**src/rtl/ife_pkg.sv**
```systemverilog
// Shared types and constants for the IFE commit sequencer.
package ife_pkg;

    localparam logic [1:0] FaultCodeNone      = 2'b00;
    localparam logic [1:0] FaultCodeMalformed = 2'b01;
    localparam logic [1:0] FaultCodeOrder     = 2'b10;
    localparam logic [1:0] FaultCodeTimeout   = 2'b11;

    typedef enum logic [2:0] {
        StIdle,
        StReplayReq,
        StReplayWait,
        StRetire,
        StFault
    } ife_seq_state_e;

    typedef enum logic [1:0] {
        FaultNone      = FaultCodeNone,
        FaultMalformed = FaultCodeMalformed,
        FaultOrder     = FaultCodeOrder,
        FaultTimeout   = FaultCodeTimeout
    } ife_fault_e;

endpackage

```
**src/rtl/ife_sat_counter.sv**
```systemverilog
// Saturating up-counter used for the retirement statistics.
module ife_sat_counter #(
    parameter int unsigned WIDTH = 16
) (
    input  logic             clk,
    input  logic             rst_n,
    input  logic             inc,
    output logic [WIDTH-1:0] count
);

    logic [WIDTH-1:0] count_q;

    always_ff @(posedge clk or negedge rst_n) begin
        if (!rst_n) begin
            count_q <= '0;
        end else if (inc && (count_q != '1)) begin
            count_q <= count_q + WIDTH'(1);
        end
    end

    assign count = count_q;

endmodule

```
**src/rtl/ife_commit_sequencer.sv**
```systemverilog
// In-order retirement sequencer: retires agreed blocks, replays mismatched ones serially,
// and latches a sticky fault on any protocol violation.
module ife_commit_sequencer
    import ife_pkg::*;
#(
    parameter int unsigned BLOCK_ID_WIDTH = 8,
    parameter int unsigned TIMEOUT_CYCLES = 1024,
    parameter int unsigned CNT_WIDTH      = 16
) (
    input  logic                      clk,
    input  logic                      rst_n,
    input  logic                      in_valid,
    output logic                      in_ready,
    input  logic [BLOCK_ID_WIDTH-1:0] in_block_id,
    input  logic                      in_commit_ok,
    input  logic                      in_commit_fail,
    output logic                      replay_valid,
    input  logic                      replay_ready,
    output logic [BLOCK_ID_WIDTH-1:0] replay_block_id,
    input  logic                      replay_done,
    input  logic [BLOCK_ID_WIDTH-1:0] replay_done_id,
    output logic                      retire_valid,
    input  logic                      retire_ready,
    output logic [BLOCK_ID_WIDTH-1:0] retire_block_id,
    output logic                      retire_replayed,
    output logic                      fault,
    output logic [1:0]                fault_code,
    output logic [CNT_WIDTH-1:0]      ok_count,
    output logic [CNT_WIDTH-1:0]      replay_count,
    output logic                      busy
);

    localparam int unsigned TimerWidth = $clog2(TIMEOUT_CYCLES);

    ife_seq_state_e            state_q, state_d;
    ife_fault_e                fault_q, fault_d;
    logic [BLOCK_ID_WIDTH-1:0] block_id_q, block_id_d;
    logic [BLOCK_ID_WIDTH-1:0] expected_id_q, expected_id_d;
    logic                      replayed_q, replayed_d;
    logic [TimerWidth-1:0]     timer_q, timer_d;
    logic                      retire_hs;

    assign retire_hs = (state_q == StRetire) && retire_ready;

    always_comb begin
        state_d       = state_q;
        fault_d       = fault_q;
        block_id_d    = block_id_q;
        expected_id_d = expected_id_q;
        replayed_d    = replayed_q;
        timer_d       = timer_q;
        unique case (state_q)
            StIdle: begin
                if (in_valid) begin
                    block_id_d = in_block_id;
                    replayed_d = 1'b0;
                    if (in_commit_ok == in_commit_fail) begin
                        state_d = StFault;
                        fault_d = FaultMalformed;
                    end else if (in_block_id != expected_id_q) begin
                        state_d = StFault;
                        fault_d = FaultOrder;
                    end else if (in_commit_ok) begin
                        state_d = StRetire;
                    end else begin
                        state_d = StReplayReq;
                    end
                end
            end
            StReplayReq: begin
                if (replay_ready) begin
                    state_d = StReplayWait;
                    timer_d = '0;
                end
            end
            StReplayWait: begin
                timer_d = timer_q + TimerWidth'(1);
                // A done pulse takes priority over a timeout landing in the same cycle.
                if (replay_done) begin
                    if (replay_done_id == block_id_q) begin
                        state_d    = StRetire;
                        replayed_d = 1'b1;
                    end else begin
                        state_d = StFault;
                        fault_d = FaultOrder;
                    end
                end else if (timer_d == TimerWidth'(TIMEOUT_CYCLES - 1)) begin
                    state_d = StFault;
                    fault_d = FaultTimeout;
                end
            end
            StRetire: begin
                if (retire_ready) begin
                    expected_id_d = expected_id_q + BLOCK_ID_WIDTH'(1);
                    state_d       = StIdle;
                end
            end
            StFault: begin
                state_d = StFault;
            end
            default: begin
                state_d = StIdle;
            end
        endcase
    end

    always_ff @(posedge clk or negedge rst_n) begin
        if (!rst_n) begin
            state_q       <= StIdle;
            fault_q       <= FaultNone;
            block_id_q    <= '0;
            expected_id_q <= '0;
            replayed_q    <= 1'b0;
            timer_q       <= '0;
        end else begin
            state_q       <= state_d;
            fault_q       <= fault_d;
            block_id_q    <= block_id_d;
            expected_id_q <= expected_id_d;
            replayed_q    <= replayed_d;
            timer_q       <= timer_d;
        end
    end

    assign in_ready        = (state_q == StIdle);
    assign replay_valid    = (state_q == StReplayReq);
    assign retire_valid    = (state_q == StRetire);
    assign fault           = (state_q == StFault);
    assign busy            = (state_q != StIdle);
    assign fault_code      = fault_q;
    assign replay_block_id = block_id_q;
    assign retire_block_id = block_id_q;
    assign retire_replayed = replayed_q;

    ife_sat_counter #(
        .WIDTH(CNT_WIDTH)
    ) u_ok_counter (
        .clk  (clk),
        .rst_n(rst_n),
        .inc  (retire_hs && !replayed_q),
        .count(ok_count)
    );

    ife_sat_counter #(
        .WIDTH(CNT_WIDTH)
    ) u_replay_counter (
        .clk  (clk),
        .rst_n(rst_n),
        .inc  (retire_hs && replayed_q),
        .count(replay_count)
    );

endmodule

```
**config.mk**
```make
export PLATFORM = sky130hd
export DESIGN_NAME = ife_commit_sequencer
export DESIGN_NICKNAME = d
export VERILOG_FILES = /design/src/rtl/ife_pkg.sv /design/src/rtl/ife_sat_counter.sv /design/src/rtl/ife_commit_sequencer.sv
export SDC_FILE = /design/constraint.sdc
export NUM_CORES = 1
export LEC_CHECK = 0
export BUFFER_PORTS_ARGS = -buffer_cell sky130_fd_sc_hd__buf_2
export CAP_MARGIN = 0
export CORE_MARGIN = 2
export CORE_UTILIZATION = 30
export CTS_BUF_LIST = sky130_fd_sc_hd__clkbuf_2 sky130_fd_sc_hd__clkbuf_4 sky130_fd_sc_hd__clkbuf_8
export CTS_CLUSTER_DIAMETER = 200
export DETAILED_ROUTE_END_ITERATION = 8
export MAX_ROUTING_LAYER = met4
export PLACE_DENSITY = 0.56
export RECOVER_POWER = 50
export SYNTH_ARGS = -nofsm -noshare
export SYNTH_HDL_FRONTEND = slang
export SYNTH_SLANG_ARGS = --single-unit
```
**constraint.sdc**
```tcl
create_clock -name clk -period 1.8 [get_ports clk]
set_input_delay 0.27 -clock clk [delete_from_list [all_inputs] [get_ports clk]]
set_output_delay 0.27 -clock clk [all_outputs]
set_load 0.01 [all_outputs]
```
==> impl_metrics.env, run 1 <==
export IMPL_outcome="finished, violations left"
export IMPL_failed_checks="setup timing"
export IMPL_drv_slew=0
export IMPL_total_power_mw=3.61
export IMPL_hold_path_class="primary input to register"
export IMPL_root_buffer="clkbuf_8"
export IMPL_rsz0062_at_grt="yes"
export IMPL_yosysSeqAreaShare=0.462
export IMPL_syn_avg_cell_area_um2=10.3
export IMPL_post_dp_cell_area_um2=4280
export IMPL_synth_fp_nets=365
export IMPL_cts_buffer_depth=2
export IMPL_synth_top_cells_by_count="dfrtp_1 (64), xnor2_1 (35), nand2_1 (30)"
export IMPL_cts_sinks=64
export IMPL_area_growth_pct=36.3
export IMPL_synth_main_ff_cell="dfrtp_1"
export IMPL_grt_overflow=0
export IMPL_avgRoutedWirePerCell_um=14.0
export IMPL_grt_max_degree=65
export IMPL_totalWireLength_mm=8.47
export IMPL_pre_cts_slack_ns=-0.109
export IMPL_synth_most_common_cell="dfrtp_1"
export IMPL_antenna_cells=0
export IMPL_ir_drop_mv=0.357
export IMPL_synthArstFlopShare=1.00
export IMPL_crit_path_end_kind="register"
export IMPL_grt_pass1_wl_mm=13.8
export IMPL_powerDensity_nw_per_um2=765
export IMPL_synth_seq_cells=64
export IMPL_firstDrtPassIters=4
export IMPL_antenna_found_initial=0
export IMPL_synth_cell_type_count=48
export IMPL_min_period_ns=1.85
export IMPL_post_route_util=0.417
export IMPL_vias=2886
export IMPL_io_pin_count=80
export IMPL_dieHeight_um=111
export IMPL_netlist_area_um2=3460
export IMPL_numCtsBuffers=9
export IMPL_viasPerCell=4.76
export IMPL_worstSetupStartpointType="register"
export IMPL_synth_top_cell_area_share=0.462
export IMPL_gp_congestion=0.909
export IMPL_dp_hpwl_mm=5.91
export IMPL_critPathRequiredTime_ns=2.01
export IMPL_drv_cap=0
export IMPL_clkTransAtPathRegs_ns=0.07
export IMPL_whs_ns=0.199
export IMPL_clk_latency_ns=0.33
export IMPL_die_area_um2=12400
export IMPL_crit_type="register to register"
export IMPL_leakage_nw=2.20
export IMPL_yosys_warnings=0
export IMPL_port_buffer_count=79
export IMPL_fin_skew_ns=0.00670
export IMPL_cp_max_fo=6
export IMPL_slew_headroom=0.405
export IMPL_ant_nets=0
export IMPL_tightest_slew_ns=0.892
export IMPL_core_area_um2=11300
export IMPL_yosys_top_cells_area="dfrtp_1 (46%), xnor2_1 (8.8%), xor2_1 (5.3%)"
export IMPL_grt_pass1_vias=2731
export IMPL_fillers=1131
export IMPL_arrival_ns=2.06
export IMPL_start_util=0.306
export IMPL_synth_edff_count=0
export IMPL_drive_gt1_frac=0.384
export IMPL_stdcell_area_um2=4720
export IMPL_max_freq_mhz=541
export IMPL_drc=0
export IMPL_grt_util_all_layers=0.141
export IMPL_cts_tree="done"
export IMPL_worst_slack_ns=-0.0477
export IMPL_die_w_um=111
export IMPL_synthCells=336
export IMPL_num_rows=39
export IMPL_period_share=1.03
export IMPL_synth_top_cell_by_area="dfrtp_1"
export IMPL_finalSetupViolCount=1
export IMPL_nets=489
export IMPL_drtIter0Drc=119
export IMPL_hold_violations=0
export IMPL_htree_levels=3
-- critical path, stage by stage (launching register included) --
cell and delay [ns]:
dfrtp_2 0.40, ha_4 0.19, nand3_4 0.10, nor2_4 0.13, xor2_1 0.15, and4_1 0.24, a311oi_4 0.14, or3_1 0.37
-- final cells by class --
| cell class | count | area (µm²) | share of cell area |
|---|---|---|---|
| repair buffers | 129 | 767 | 0.162 |
| flip-flops and latches | 64 | 1610 | 0.340 |
| inverters | 8 | 30.0 | 0.00636 |
| clock inverters | 1 | 5.00 | 0.00106 |
| multi-input cells | 248 | 1970 | 0.418 |
| clock buffers | 13 | 160 | 0.0339 |
| well taps | 143 | 179 | 0.0379 |
-- placed cells by master (no fill, tap or decap), types with 4 or more instances in the layout --
cell type   n
dfrtp_2     4
nor2_4      6
clkbuf_1   24
and3_1      8
xor2_2      4
inv_1       8
and3_4      5
mux2_2     12
nand2_1    28
a21oi_1     8
dfrtp_1    60
clkbuf_8   10
xor2_1     17
xnor2_1    35
nor2_1     15
o31ai_1     4
buf_2      55
nand4_1    12
nand3_1    15
o21ai_0    14
buf_4      44
clkbuf_4    4
-- logic make-up after synthesis --
group | share of synthesized area
AO/OA/AOI/OAI | 0.101
XOR/XNOR | 0.142
adder cells (fa/ha/maj) | 0.0181
buffers and inverters | 0.0397
flip-flops | 0.462
multiplexers | 0.0448
AND/OR/NAND/NOR | 0.192
-- timing repair --
action / CTS / global route
endpoints found under the setup margin: 17 / 31
gates resized for setup: 12 / 37
endpoints found under the hold margin: 64 / 0
setup buffers: 1 / 10
hold buffers: 1 / 0
pin swaps: 5 / 17
-- sequential cells by signal, indices dropped and copies added, names as in the netlist --
register and cells:
expected_id_q 8, fault_code 2, replay_block_id 8, retire_replayed 1, state_q 3, timer_q 10
u_ok_counter.count 16, u_replay_counter.count 16
-- final timing paths --
check                                           startpoint                         end  slack [ns]  depth (start not counted)
worst max-delay path                            timer_q[0]                  state_q[1]       -0.05                          7
worst min-delay path                        in_block_id[2]          replay_block_id[2]        0.20                          2
worst max register to register                  timer_q[0]                  state_q[1]       -0.05                          7
worst min register to register  u_replay_counter.count[10]  u_replay_counter.count[10]        0.49                          1
max in group asynchronous                            rst_n                  timer_q[2]        0.46                          3
min in group asynchronous                            rst_n       u_ok_counter.count[0]        0.71                          3
-- layer usage --
metal / track usage / wire (µm) / up-vias
met4: 0.0469 / 64 / 0
li1: - / - / 1428
met3: 0.0338 / 342 / 6
met2: 0.212 / 4030 / 61
met1: 0.188 / 4030 / 1391
met5: - / 0 / -
-- power by group --
part           internal, mW  total (mW)  leakage [nW]  switching [mW]
sequential             1.56        1.70         0.832           0.139
combinational         0.397       0.824          1.27           0.427
clock                 0.567        1.09        0.0896           0.524
-- metrics by stage --
step / TNS (ns) / std cells
finish: -0.0477 / 606
global route: -0.413 / 606
CTS: -0.439 / 596
detailed placement: -0.405 / 580
global placement: -0.0331 / 580
floorplan: 0 / 336
Note: power is estimated with default switching activity, not from simulation.
==> inputs of run 2 (changes only) <==
--- a/config.mk
+++ b/config.mk
@@ -5,16 +5,17 @@
 export SDC_FILE = /design/constraint.sdc
 export NUM_CORES = 1
 export LEC_CHECK = 0
-export BUFFER_PORTS_ARGS = -buffer_cell sky130_fd_sc_hd__buf_2
 export CAP_MARGIN = 0
 export CORE_MARGIN = 2
 export CORE_UTILIZATION = 30
 export CTS_BUF_LIST = sky130_fd_sc_hd__clkbuf_2 sky130_fd_sc_hd__clkbuf_4 sky130_fd_sc_hd__clkbuf_8
 export CTS_CLUSTER_DIAMETER = 200
 export DETAILED_ROUTE_END_ITERATION = 8
+export DONT_BUFFER_PORTS = 1
 export MAX_ROUTING_LAYER = met4
-export PLACE_DENSITY = 0.56
-export RECOVER_POWER = 50
+export PLACE_DENSITY = 0.5
+export RECOVER_POWER = 25
+export SETUP_SLACK_MARGIN = 0.5
 export SYNTH_ARGS = -nofsm -noshare
 export SYNTH_HDL_FRONTEND = slang
 export SYNTH_SLANG_ARGS = --single-unit
==> impl_metrics.env, run 2 (same netlist as run 1, synthesis figures left out) <==
export IMPL_outcome="finished, violations left"
export IMPL_failed_checks="hold timing"
export IMPL_viasPerCell=4.95
export IMPL_grt_overflow=0
export IMPL_ir_drop_mv=0.511
export IMPL_crit_path_end_kind="register"
export IMPL_htree_levels=3
export IMPL_antenna_found_initial=0
export IMPL_totalWireLength_mm=9.37
export IMPL_grt_pass1_wl_mm=15.0
export IMPL_grt_util_all_layers=0.156
export IMPL_reg2reg_to="state_q[1]"
export IMPL_drtIter0Drc=134
export IMPL_post_dp_cell_area_um2=4160
export IMPL_root_buffer="clkbuf_8"
export IMPL_area_growth_pct=59.9
export IMPL_r2r_slack_ns=0.007
export IMPL_die_area_um2=12400
export IMPL_clk_latency_ns=0.37
export IMPL_antenna_cells=0
export IMPL_cp_max_fo=3
export IMPL_layout_common_cells="buf_4 (78), dfrtp_1 (59), buf_6 (29)"
export IMPL_crit_chain="xor2_2 -> nor4_4 -> nand3_2 -> or3b_1 -> a211oi_2 -> or3_1"
export IMPL_drv_slew=0
export IMPL_cts_tree="done"
export IMPL_whs_ns=-0.409
export IMPL_critPathRequiredTime_ns=2.10
export IMPL_core_area_um2=11300
export IMPL_grt_max_degree=65
export IMPL_firstDrtPassIters=4
export IMPL_tightest_slew_ns=0.414
export IMPL_avgRoutedWirePerCell_um=15.7
export IMPL_io_pin_count=80
export IMPL_stdcell_area_um2=5540
export IMPL_arrival_ns=2.09
export IMPL_num_rows=39
export IMPL_die_w_um=111
export IMPL_drive_gt1_frac=0.558
export IMPL_cp_slowest_cell="dfrtp_1"
export IMPL_port_buffer_count=0
export IMPL_final_cells=595
export IMPL_crit_type="register to register"
export IMPL_slew_headroom=0.724
export IMPL_vias=2946
export IMPL_numCtsBuffers=9
export IMPL_ant_nets=0
export IMPL_hold_path_class="primary input to asynchronous set/reset pin"
export IMPL_placed_cells=527
export IMPL_final_common_cell="buf_4"
export IMPL_drc=0
export IMPL_finalSetupViolCount=0
export IMPL_dp_hpwl_mm=5.87
export IMPL_reg2regPathDepth=6
export IMPL_critPathTopFamily="simple AND/OR/NAND/NOR gates"
export IMPL_max_freq_mhz=558
export IMPL_gp_congestion=0.876
export IMPL_nets=476
export IMPL_period_share=0.996
export IMPL_worstReg2RegStart="expected_id_q[3]"
export IMPL_max_stage_delay_ns=0.41
export IMPL_fillers=1048
export IMPL_dieHeight_um=111
export IMPL_leakage_nw=2.63
export IMPL_rsz0062_at_grt="yes"
export IMPL_drv_cap=0
export IMPL_clkTransAtPathRegs_ns=0.08
export IMPL_fin_skew_ns=0.00794
export IMPL_hold_violations=64
export IMPL_grt_pass1_vias=2978
export IMPL_path_buf_inv=0
export IMPL_cts_buffer_depth=2
export IMPL_worstSetupStartpointType="register"
export IMPL_min_period_ns=1.79
export IMPL_start_util=0.306
export IMPL_powerDensity_nw_per_um2=747
export IMPL_cts_sinks=64
-- run 2: report_power, final --
part           switching [mW]  internal [mW]
sequential              0.133           1.56
combinational           0.424          0.471
clock                   0.633          0.921
-- run 2: final cells by class --
| cell class | count | area [µm²] | share of cell area |
|---|---|---|---|
| repair buffers | 116 | 1090 | 0.197 |
| inverters | 8 | 30.0 | 0.00542 |
| multi-input cells | 248 | 2390 | 0.431 |
| well taps | 143 | 179 | 0.0323 |
| clock inverters | 7 | 119 | 0.0214 |
| clock buffers | 9 | 124 | 0.0224 |
| flip-flops and latches | 64 | 1610 | 0.290 |
-- run 2: how the worst max path moves through the flow --
stage                          start                endpoint  slack [ns]  depth (start not counted)
2_1_floorplan  u_ok_counter.count[1]  u_ok_counter.count[15]        0.03                          7
3_3_place_gp              timer_q[0]              state_q[1]      -0.004                          6
3_5_place_dp        expected_id_q[7]              state_q[1]       -0.05                          6
4_1_cts             expected_id_q[3]              state_q[1]       -0.05                          6
5_1_grt             expected_id_q[3]           fault_code[1]       -0.08                          7
6_report            expected_id_q[3]              state_q[1]       0.007                          6
-- run 2: per-layer routing --
layer / vias up / global-route usage / wire [µm]
met5: - / - / 0
met4: 0 / 0.0724 / 180
met3: 13 / 0.0446 / 491
met2: 56 / 0.239 / 4610
met1: 1467 / 0.190 / 4080
li1: 1410 / - / -
-- run 2: stage by stage --
stage	setup slack (ns)	TNS (ns)	utilization	power [mW]	hold WS, ns
floorplan	0.0310	0	-	2.20	-0.0256
global placement	-0.00430	-0.00430	0.368	2.39	-0.0226
detailed placement	-0.0459	-0.0459	0.368	2.40	-0.0228
CTS	-0.0472	-0.0535	0.433	4.07	-0.428
global route	-0.0768	-0.271	0.490	4.35	-0.436
finish	0.00667	0	0.490	4.14	-0.409
-- run 2: what timing repair did --
action	4_1_cts	5_1_grt
pin swaps	49	38
cloned	0	2
hold endpoints to repair	64	64
setup buffers	25	25
setup endpoints to repair	65	69
resized for setup	72	73
==> inputs of run 3 (changes only) <==
--- a/config.mk
+++ b/config.mk
@@ -7,13 +7,13 @@
 export LEC_CHECK = 0
 export CAP_MARGIN = 0
 export CORE_MARGIN = 2
-export CORE_UTILIZATION = 30
+export CORE_UTILIZATION = 58
 export CTS_BUF_LIST = sky130_fd_sc_hd__clkbuf_2 sky130_fd_sc_hd__clkbuf_4 sky130_fd_sc_hd__clkbuf_8
 export CTS_CLUSTER_DIAMETER = 200
 export DETAILED_ROUTE_END_ITERATION = 8
 export DONT_BUFFER_PORTS = 1
 export MAX_ROUTING_LAYER = met4
-export PLACE_DENSITY = 0.5
+export PLACE_DENSITY = 0.81
 export RECOVER_POWER = 25
 export SETUP_SLACK_MARGIN = 0.5
 export SYNTH_ARGS = -nofsm -noshare
==> impl_metrics.env, run 3 (same netlist as run 1, synthesis figures left out) <==
export IMPL_leakage_nw=2.48
export IMPL_cp_max_fo=5
export IMPL_htree_levels=3
export IMPL_io_pin_count=80
export IMPL_finalSetupViolCount=20
export IMPL_avgRoutedWirePerCell_um=26.8
export IMPL_min_period_ns=1.97
export IMPL_totalWireLength_mm=13.8
export IMPL_die_w_um=81.3
export IMPL_p_sw_mw=1.32
export IMPL_worstSetupStartpointType="register"
export IMPL_core_area_um2=5850
export IMPL_arrival_ns=2.25
export IMPL_path_buf_inv=0
export IMPL_cts_sinks=64
export IMPL_outcome="finished, violations left"
export IMPL_ant_nets=0
export IMPL_firstDrtPassIters=7
export IMPL_root_buffer="clkbuf_8"
export IMPL_clkTransAtPathRegs_ns=0.11
export IMPL_cts_buffer_depth=2
export IMPL_ir_drop_mv=0.720
export IMPL_antenna_found_initial=0
export IMPL_period_share=1.10
export IMPL_drc=0
export IMPL_worst_slack_ns=-0.173
export IMPL_powerDensity_nw_per_um2=762
export IMPL_grt_util_all_layers=0.304
export IMPL_max_stage_delay_ns=0.40
export IMPL_viasPerCell=6.79
export IMPL_drive_gt1_frac=0.533
export IMPL_power_frac_clock=0.346
export IMPL_crit_type="register to register"
export IMPL_layout_common_cells="buf_4 (67), dfrtp_1 (56), buf_6 (31)"
export IMPL_max_freq_mhz=507
export IMPL_cpMostUsedCell="and3_4"
export IMPL_hold_violations=64
export IMPL_combPwrFrac=0.220
export IMPL_pwr_share_seq=0.434
export IMPL_final_common_cell="buf_4"
export IMPL_pre_cts_slack_ns=-0.0198
export IMPL_dp_hpwl_mm=5.56
export IMPL_tightest_slew_ns=0.434
export IMPL_area_growth_pct=50.7
export IMPL_gp_congestion=0.978
export IMPL_drv_slew=0
export IMPL_nets=463
export IMPL_numCtsBuffers=9
export IMPL_critPathRequiredTime_ns=2.07
export IMPL_grt_pass1_vias=2970
export IMPL_grt_max_degree=65
export IMPL_swShare=0.333
export IMPL_port_buffer_count=0
export IMPL_cts_tree="done"
export IMPL_clk_latency_ns=0.38
export IMPL_crit_path_end_kind="register"
export IMPL_stdcell_area_um2=5220
export IMPL_slew_headroom=0.710
export IMPL_dieHeight_um=81.3
export IMPL_start_util=0.592
export IMPL_grt_overflow=0
export IMPL_hold_path_class="primary input to asynchronous set/reset pin"
export IMPL_grt_pass1_wl_mm=14.5
export IMPL_p_int_mw=2.66
export IMPL_crit_chain="ha_2 -> and3_4 -> and3_4 -> a41oi_4 -> nand3_4 -> nor2_4 -> xor2_2"
export IMPL_cp_slowest_cell="dfrtp_1"
export IMPL_die_area_um2=6610
export IMPL_rsz0062_at_grt="yes"
export IMPL_fin_skew_ns=0.0270
export IMPL_failed_checks="hold timing, setup timing"
export IMPL_drv_cap=0
export IMPL_num_rows=28
export IMPL_whs_ns=-0.430
export IMPL_drtIter0Drc=475
export IMPL_antenna_cells=0
export IMPL_post_dp_cell_area_um2=3990
export IMPL_vias=3492
export IMPL_critPathTopFamily="simple AND/OR/NAND/NOR gates"
[run 3: changes by cell type in the layout (fill, tap and decap cells not counted), sizes merged]
cell	change
clkbuf	-1
a21boi	+1
bufinv	-2
nand2	+1
buf	-13
clkinv	+1
[run 3: routing by layer]
metal | global-route usage | up-vias | wire [µm]
met5 | - | - | 0
met2 | 0.519 | 310 | 7020
li1 | - | 1375 | -
met4 | 0.124 | 0 | 971
met1 | 0.330 | 1704 | 4410
met3 | 0.0900 | 103 | 1390
[run 3: through the flow]
stage,util,TNS (ns),hold slack (ns),cells,power (mW)
after floorplan,-,0,-0.0256,336,2.20
after global placement,0.681,0,-0.0238,447,2.30
after detailed placement,0.681,-0.0377,-0.0240,447,2.33
after CTS,0.793,0,-0.403,492,3.69
after global routing,0.892,-2.46,-0.437,514,4.08
final,0.892,-1.35,-0.430,514,3.98
[run 3: layout make-up]
cell class / count / area (µm²)
fill: 216 / 629
sequential: 64 / 1610
multi-input combinational: 250 / 2390
tap: 75 / 93.8
clock inverter: 6 / 67.6
clock buffer: 10 / 138
timing repair buffer: 101 / 887
inverter: 8 / 30.0
[run 3: timing repair]
action | 4_1_cts | 5_1_grt
hold endpoints to repair | 64 | 64
buffers inserted | 27 | 21
endpoints found under the setup margin | 67 | 70
pin swaps | 48 | 47
resized for setup | 54 | 84
gates cloned | 2 | 1
[run 3: final timing paths]
check	slack (ns)	startpoint	depth (start not counted)	end
max	-0.17	u_ok_counter.count[0]	7	u_ok_counter.count[9]
min	-0.43	rst_n	0	state_q[0]
max reg2reg	-0.17	u_ok_counter.count[0]	7	u_ok_counter.count[9]
min reg2reg	0.53	expected_id_q[6]	1	expected_id_q[6]
max in group asynchronous	2.07	rst_n	0	timer_q[1]
min in group clk	0.05	in_block_id[4]	1	replay_block_id[4]
[run 3: power by group through the flow]
stage	Combinational [mW]	Sequential, mW	Clock (mW)
finish	0.875	1.73	1.38
global route	0.925	1.74	1.42
CTS	0.707	1.69	1.30
detailed placement	0.608	1.72	0
global placement	0.585	1.72	0
floorplan	0.464	1.74	0
[run 3: worst register-to-register path, delay by kind of cell (launching register included)]
family	cells	cell delay [ns]
XOR/XNOR	1	0.20
AO/OA/AOI/OAI	1	0.29
AND/OR/NAND/NOR	4	0.78
flip-flops	1	0.40
adder cells (fa/ha/maj)	1	0.21
